**src/rtl/ps2_pkg.sv**
```systemverilog
// Shared constants and types for the PS/2 Set-2 key controller.
package ps2_pkg;

   localparam logic [7:0] SC_E0         = 8'hE0;
   localparam logic [7:0] SC_F0         = 8'hF0;
   localparam logic [7:0] SC_E1         = 8'hE1;
   localparam logic [7:0] SC_AA         = 8'hAA;
   localparam logic [7:0] SC_FA         = 8'hFA;
   localparam logic [7:0] SC_FE         = 8'hFE;
   localparam logic [7:0] SC_FAKE_SHIFT = 8'h12;

   localparam logic [3:0] ADDR_DATA   = 4'h0;
   localparam logic [3:0] ADDR_STATUS = 4'h4;
   localparam logic [3:0] ADDR_CTRL   = 4'h8;

   // Bytes following E1 in the pause make sequence.
   localparam logic [2:0] PAUSE_SKIP_LEN = 3'd7;

   typedef struct packed {
      logic       rel;
      logic       ext;
      logic [7:0] code;
   } key_event_t;

   typedef enum logic [2:0] {
      ST_IDLE,
      ST_EXT,
      ST_BRK,
      ST_EXT_BRK,
      ST_PAUSE_SKIP
   } dec_state_e;

   // Self-test, ack, resend and error bytes never become events.
   function automatic logic is_ignored(input logic [7:0] b);
      return (b == SC_AA) || (b == SC_FA) || (b == SC_FE) ||
             (b == 8'h00) || (b == 8'hFF);
   endfunction

endpackage

```
**src/rtl/ps2_event_fifo.sv**
```systemverilog
// Synchronous key-event FIFO with flush; a push into a full FIFO is dropped
// unless a pop frees a slot in the same cycle.
module ps2_event_fifo
   import ps2_pkg::*;
#(
   parameter int DEPTH = 8
) (
   input  logic                     clk,
   input  logic                     rst_n,
   input  logic                     push,
   input  logic                     pop,
   input  logic                     flush,
   input  logic [9:0]               wdata,
   output logic [9:0]               rdata,
   output logic                     full,
   output logic                     empty,
   output logic                     drop,
   output logic [$clog2(DEPTH):0]   count
);

   localparam int AW = $clog2(DEPTH);
   localparam logic [AW:0] FULL_CNT = (AW+1)'(DEPTH);

   key_event_t        mem_q [DEPTH];
   logic [AW-1:0]     wr_ptr_q, wr_ptr_d;
   logic [AW-1:0]     rd_ptr_q, rd_ptr_d;
   logic [AW:0]       count_q, count_d;
   logic              do_push, do_pop;

   assign full    = (count_q == FULL_CNT);
   assign empty   = (count_q == '0);
   assign count   = count_q;
   assign rdata   = mem_q[rd_ptr_q];
   assign do_pop  = pop & ~empty & ~flush;
   assign do_push = push & (~full | do_pop) & ~flush;
   assign drop    = push & full & ~do_pop & ~flush;

   always_comb begin
      wr_ptr_d = wr_ptr_q;
      rd_ptr_d = rd_ptr_q;
      count_d  = count_q;
      if (flush) begin
         wr_ptr_d = '0;
         rd_ptr_d = '0;
         count_d  = '0;
      end else begin
         if (do_push) wr_ptr_d = wr_ptr_q + 1'b1;
         if (do_pop)  rd_ptr_d = rd_ptr_q + 1'b1;
         case ({do_push, do_pop})
            2'b10:   count_d = count_q + 1'b1;
            2'b01:   count_d = count_q - 1'b1;
            default: count_d = count_q;
         endcase
      end
   end

   always_ff @(posedge clk or negedge rst_n) begin
      if (!rst_n) begin
         wr_ptr_q <= '0;
         rd_ptr_q <= '0;
         count_q  <= '0;
      end else begin
         wr_ptr_q <= wr_ptr_d;
         rd_ptr_q <= rd_ptr_d;
         count_q  <= count_d;
      end
   end

   always_ff @(posedge clk) begin
      if (do_push) mem_q[wr_ptr_q] <= key_event_t'(wdata);
   end

endmodule

```
**src/rtl/ps2_key_ctrl.sv**
```systemverilog
// PS/2 Set-2 prefix decoder feeding an event FIFO, exposed as DATA/STATUS/CTRL
// registers with a level interrupt.
module ps2_key_ctrl
   import ps2_pkg::*;
#(
   parameter int DEPTH       = 8,
   parameter int TIMEOUT_CYC = 100000
) (
   input  logic        clk_50_i,
   input  logic        rst_i,
   input  logic        byte_valid_i,
   input  logic [7:0]  byte_i,
   input  logic        req_i,
   input  logic        we_i,
   input  logic [3:0]  addr_i,
   input  logic [31:0] wdata_i,
   output logic [31:0] rdata_o,
   output logic        rvalid_o,
   output logic        irq_o
);

   localparam int CW = $clog2(DEPTH) + 1;
   localparam int TW = $clog2(TIMEOUT_CYC);
   localparam logic [TW-1:0] TMO_LAST = TW'(TIMEOUT_CYC - 1);

   dec_state_e    state_q, state_d;
   logic [2:0]    skip_q, skip_d;
   logic [TW-1:0] idle_q, idle_d;
   logic          bv_q;
   logic          ovf_q, ovf_d;
   logic          irq_en_q, irq_en_d;
   logic          irq_q, irq_d;
   logic          rvalid_q, rvalid_d;
   logic [31:0]   rdata_q, rdata_d;

   logic          strobe, push, pop, flush, rd, ctrl_wr;
   key_event_t    ev;
   logic [9:0]    head;
   logic          full, empty, drop;
   logic [CW-1:0] count;
   logic          unused_wdata;

   assign strobe       = byte_valid_i & ~bv_q;
   assign unused_wdata = ^{wdata_i[31:3], full};

   always_comb begin
      state_d = state_q;
      skip_d  = skip_q;
      push    = 1'b0;
      ev      = '{rel: 1'b0, ext: 1'b0, code: byte_i};
      idle_d  = (state_q == ST_IDLE || strobe) ? '0 : idle_q + 1'b1;
      if (strobe) begin
         case (state_q)
            ST_IDLE: begin
               if (byte_i == SC_E0)      state_d = ST_EXT;
               else if (byte_i == SC_F0) state_d = ST_BRK;
               else if (byte_i == SC_E1) begin
                  state_d = ST_PAUSE_SKIP;
                  skip_d  = PAUSE_SKIP_LEN;
               end else push = ~is_ignored(byte_i);
            end
            ST_EXT: begin
               if (byte_i == SC_F0) state_d = ST_EXT_BRK;
               else begin
                  state_d = ST_IDLE;
                  push    = (byte_i != SC_FAKE_SHIFT);
                  ev.ext  = 1'b1;
               end
            end
            ST_BRK: begin
               state_d = ST_IDLE;
               push    = 1'b1;
               ev.rel  = 1'b1;
            end
            ST_EXT_BRK: begin
               state_d = ST_IDLE;
               push    = (byte_i != SC_FAKE_SHIFT);
               ev.rel  = 1'b1;
               ev.ext  = 1'b1;
            end
            ST_PAUSE_SKIP: begin
               skip_d = skip_q - 1'b1;
               // The whole 8-byte pause sequence collapses to one extended E1.
               if (skip_d == '0) begin
                  state_d = ST_IDLE;
                  push    = 1'b1;
                  ev      = '{rel: 1'b0, ext: 1'b1, code: SC_E1};
               end
            end
            default: state_d = ST_IDLE;
         endcase
      end else if (state_q != ST_IDLE && idle_q == TMO_LAST) begin
         state_d = ST_IDLE;
      end
   end

   always_comb begin
      rd       = req_i & ~we_i;
      ctrl_wr  = req_i & we_i & (addr_i == ADDR_CTRL);
      pop      = rd & (addr_i == ADDR_DATA);
      flush    = ctrl_wr & wdata_i[2];
      rvalid_d = rd;
      rdata_d  = rdata_q;
      if (rd) begin
         case (addr_i)
            ADDR_DATA:   rdata_d = empty ? 32'h0 : {22'b0, head};
            ADDR_STATUS: rdata_d = {23'b0, 5'(count), 1'b0, irq_en_q, ovf_q, ~empty};
            ADDR_CTRL:   rdata_d = {31'b0, irq_en_q};
            default:     rdata_d = 32'h0;
         endcase
      end
      irq_en_d = ctrl_wr ? wdata_i[0] : irq_en_q;
      ovf_d    = ovf_q;
      if (ctrl_wr && wdata_i[1]) ovf_d = 1'b0;
      if (drop)                  ovf_d = 1'b1;
      irq_d = irq_en_q & ~empty;
   end

   ps2_event_fifo #(.DEPTH(DEPTH)) u_fifo (
      .clk   (clk_50_i),
      .rst_n (rst_i),
      .push  (push),
      .pop   (pop),
      .flush (flush),
      .wdata (ev),
      .rdata (head),
      .full  (full),
      .empty (empty),
      .drop  (drop),
      .count (count)
   );

   always_ff @(posedge clk_50_i or negedge rst_i) begin
      if (!rst_i) begin
         state_q  <= ST_IDLE;
         skip_q   <= '0;
         idle_q   <= '0;
         bv_q     <= 1'b0;
         ovf_q    <= 1'b0;
         irq_en_q <= 1'b0;
         irq_q    <= 1'b0;
         rvalid_q <= 1'b0;
         rdata_q  <= '0;
      end else begin
         state_q  <= state_d;
         skip_q   <= skip_d;
         idle_q   <= idle_d;
         bv_q     <= byte_valid_i;
         ovf_q    <= ovf_d;
         irq_en_q <= irq_en_d;
         irq_q    <= irq_d;
         rvalid_q <= rvalid_d;
         rdata_q  <= rdata_d;
      end
   end

   assign rdata_o  = rdata_q;
   assign rvalid_o = rvalid_q;
   assign irq_o    = irq_q;

endmodule

```
**config.mk**
```make
export PLATFORM = sky130hd
export DESIGN_NAME = ps2_key_ctrl
export DESIGN_NICKNAME = d
export VERILOG_FILES = /design/src/rtl/ps2_pkg.sv /design/src/rtl/ps2_event_fifo.sv /design/src/rtl/ps2_key_ctrl.sv
export SDC_FILE = /design/constraint.sdc
export NUM_CORES = 1
export LEC_CHECK = 0
export ABC_AREA = 1
export CORE_MARGIN = 2
export CORE_UTILIZATION = 59
export DETAILED_ROUTE_END_ITERATION = 16
export PLACE_DENSITY = 0.85
export SLEW_MARGIN = 20
export SYNTH_ARGS = -nofsm -noshare
export SYNTH_HDL_FRONTEND = slang
export SYNTH_SLANG_ARGS = --single-unit
```
**constraint.sdc**
```tcl
create_clock -name clk_50_i -period 4.81 [get_ports clk_50_i]
set_input_delay 0.962 -clock clk_50_i [delete_from_list [all_inputs] [get_ports clk_50_i]]
set_output_delay 0.962 -clock clk_50_i [all_outputs]
set_load 0.05 [all_outputs]
```
==> flow_summary.json <==
{
  "dpl.hpwl_um": 8480,
  "slowest_delay_ns": 0.52,
  "tritoncts.num_buffers": 17,
  "critPathTopFamily": "simple AND/OR/NAND/NOR gates",
  "post-route-period-util": 0.648,
  "area_delta_synth_final_pct": 16.0,
  "fin_skew_ns": 0.00515,
  "busiest_layer": "met2",
  "die_x_um": 105,
  "cpMostUsedCell": "nand2_1",
  "grt_util_met2": 0.431,
  "cp_slowest_cell": "clkdlybuf4s50_1",
  "grt_pass1_vias": 4493,
  "drt_wl_total_um": 13600,
  "io_buffers": 31,
  "synth_cell_types": 42,
  "grt_antenna_before_repair": 0,
  "htreeDepth": 4,
  "yosys.area.top_type": "edfxtp_1",
  "cts_tree": "built",
  "synth-warning-count": 0,
  "rsz0062_at_grt": "no",
  "layout-drive-gt1-share": 0.135,
  "worstSetupPathType": "primary input to flip-flop",
  "top_level_ports": 83,
  "p_seq_frac": 0.410,
  "cp_cell_sequence": "clkdlybuf4s50_1 -> nand2_1 -> nor2_2 -> nand3_1 -> nand3_1 -> nand2_1 -> inv_2 -> nand2_2 -> nand2_1 -> nand2_2 -> inv_2 -> ha_1 -> a21oi_1 -> nand2_1 -> xor2_1 -> inv_1 -> nand2_1 -> nand2_1 -> nand3_1 -> nand2_1",
  "peakVddDrop_uv": 228,
  "first_iter_violations": 537,
  "switching_power_mw": 1.20,
  "p_leak_nw": 2.79,
  "final_nets": 689,
  "clockBufferDepth": 2,
  "clk_pin_slew_worst_paths_ns": 0.06,
  "synth_seq_area_share": 0.604,
  "dr_total_vias": 4511,
  "status": "complete, no violations",
  "synth_flop_cell": "edfxtp_1",
  "crit_fanout": 4,
  "drv_cap": 0,
  "grt_pass1_wl_um": 22400,
  "start_util": 0.608,
  "reg2reg_depth": 22,
  "clock-root-buffer": "clkbuf_8",
  "drc_errors": 0,
  "p_sw_frac": 0.349,
  "dr.pass1.iters": 5,
  "hold_buffers": 0,
  "slew_viol_final": 0,
  "hold_class": "primary input to async pin",
  "final_common_cell": "nor2_1",
  "clkPwrFrac": 0.347,
  "fin_util": 0.705,
  "post_dp_cell_area_um2": 6370,
  "synth-seq-cells": 128,
  "hold_violations": 0,
  "fmax_ghz": 0.321,
  "synthTopCellsByArea": "edfxtp_1 (40%), dfrtp_1 (20%), nor2_1 (5.7%), nand2_1 (5.2%), o21ai_0 (4.6%)",
  "worstMarginPinSlew_ns": 0.752,
  "use_met1": 0.341,
  "max-slew-margin-rel": 0.499,
  "cp_num_buf_inv": 4,
  "postSynthAreaPerCell_um2": 10.2,
  "intPower_mw": 2.23,
  "required_ns": 5.23,
  "core_area_um2": 9820,
  "post_cts_buffers": 0,
  "end_kind": "flip-flop",
  "setup_viol": 0,
  "die_h_um": 105,
  "critPathLaunchType": "primary input",
  "dieArea_um2": 10900,
  "grt-ovfl-total": 0,
  "async_reset_ff_frac": 0.375,
  "diodes": 0,
  "gp_congestion": 0.837,
  "grt_use_total": 0.266,
  "post_cts_resized": 0,
  "met3_usage": 0.0593,
  "combPwrFrac": 0.244,
  "final_area_um2": 6920,
  "netlist_instances": 588,
  "cts.sinks": 128,
  "powerDensity_nw_per_um2": 495,
  "syn-cell-area_um2": 5970,
  "rows": 36,
  "fin_crit_ns": 3.12,
  "grt_max_degree": 49,
  "fillers": 708,
  "synth-edff-count": 80,
  "avgRoutedWirePerCell_um": 17.5,
  "fin_setup_tns_ns": 0,
  "clock_latency_ns": 0.52,
  "synth_top_area_frac": 0.402,
  "viasPerCell": 5.80,
  "arrival_ns": 3.53,
  "layout_common_cells": "nor2_1 (91), nand2_1 (82), edfxtp_1 (80), o21ai_0 (55), dfrtp_1 (48)",
  "ant_nets": 0,
  "worst-path-stages": 20
}
-- worst register-to-register path: stages (launching register included) --
cell	delay [ns]
dfrtp_1	0.40
inv_1	0.07
ha_1	0.16
inv_1	0.05
nand2_1	0.07
nand3_1	0.12
nor2_1	0.12
nor2_1	0.05
nand2_1	0.08
inv_2	0.04
nand2_2	0.11
nand2_1	0.11
nand2_2	0.12
inv_2	0.07
ha_1	0.32
a21oi_1	0.15
nand2_1	0.08
xor2_1	0.18
inv_1	0.06
nand2_1	0.06
nand2_1	0.04
nand3_1	0.07
nand2_1	0.05
-- worst paths after layout --
| check | start | end | slack [ns] |
|---|---|---|---|
| setup / recovery | byte_i[7] | u_fifo.count[3] | 1.69 |
| setup reg to reg | skip_q[0] | u_fifo.count[3] | 2.13 |
| min in group clk_50_i | idle_q[0] | idle_q[0] | 0.46 |
| hold / removal | rst_i | idle_q[10] | 0.45 |
| hold reg to reg | idle_q[0] | idle_q[0] | 0.46 |
| max in group asynchronous | rst_i | u_fifo.wr_ptr_q[2] | 3.93 |
-- stage by stage --
| step | worst slack [ns] | instances | total power, mW | hold slack, ns |
|---|---|---|---|---|
| 6_report | 1.69 | 778 | 3.43 | 0.452 |
| 3_3_place_gp | 1.29 | 746 | 2.18 | 0.447 |
| 2_1_floorplan | 2.01 | 609 | 2.00 | 0.433 |
| 3_5_place_dp | 1.23 | 746 | 2.23 | 0.455 |
| 5_1_grt | 1.47 | 778 | 3.59 | 0.491 |
| 4_1_cts | 1.72 | 778 | 3.43 | 0.464 |
-- cell families after synthesis --
group | Yosys count | synth area share
compound gates | 115 | 0.116
xor+xnor | 3 | 0.00440
fa+ha+maj | 8 | 0.0180
buf+inv | 93 | 0.0738
flops | 128 | 0.604
other cells | 1 | 0.000628
simple gates | 240 | 0.183
-- routing by layer --
metal	share of wire	wire (um)
met5	0	0
met4	0.032	429
met3	0.087	1180
met2	0.50	6770
met1	0.38	5230
-- cells in the mapped netlist, types with 2 or more instances --
cell	instances
a31oi_1	7
clkbuf_1	9
ha_1	7
nand4_1	6
edfxtp_1	80
inv_2	13
nor3_4	2
a32o_1	2
nand3_1	22
o32ai_1	2
o22ai_1	4
nand2_1	82
o221ai_1	16
xor2_1	2
dfrtp_1	48
nor2_4	4
o21ai_0	55
buf_4	22
buf_2	7
o21ai_1	7
nor2_1	91
nand2_2	11
nor2_2	9
inv_1	42
nor3_1	9
a21oi_1	13
-- final cells by class --
class / count / area (um^2) / area share
tap: 133 / 166 / 0.0240
multi-input combinational: 388 / 2000 / 0.290
timing repair buffer: 42 / 390 / 0.0564
inverter: 55 / 206 / 0.0298
clock inverter: 15 / 138 / 0.0199
clock buffer: 17 / 414 / 0.0598
sequential: 128 / 3600 / 0.521
-- registers in the layout, indices dropped and copies added, names as in the netlist, 3 cells and up --
name	count
state_q	3
u_fifo.wr_ptr_q	3
skip_q	3
u_fifo.count	4
idle_q	17
rdata_o	10
u_fifo.mem_q	80
u_fifo.rd_ptr_q	3
-- power groups by stage --
stage	Sequential, mW	Clock [mW]	Combinational [mW]
after floorplan	1.42	0	0.584
after global placement	1.41	0	0.765
after detailed placement	1.42	0	0.807
after CTS	1.40	1.20	0.826
after global routing	1.42	1.25	0.919
final	1.40	1.19	0.837
No activity file was read; power rests on OpenSTA's default activity.
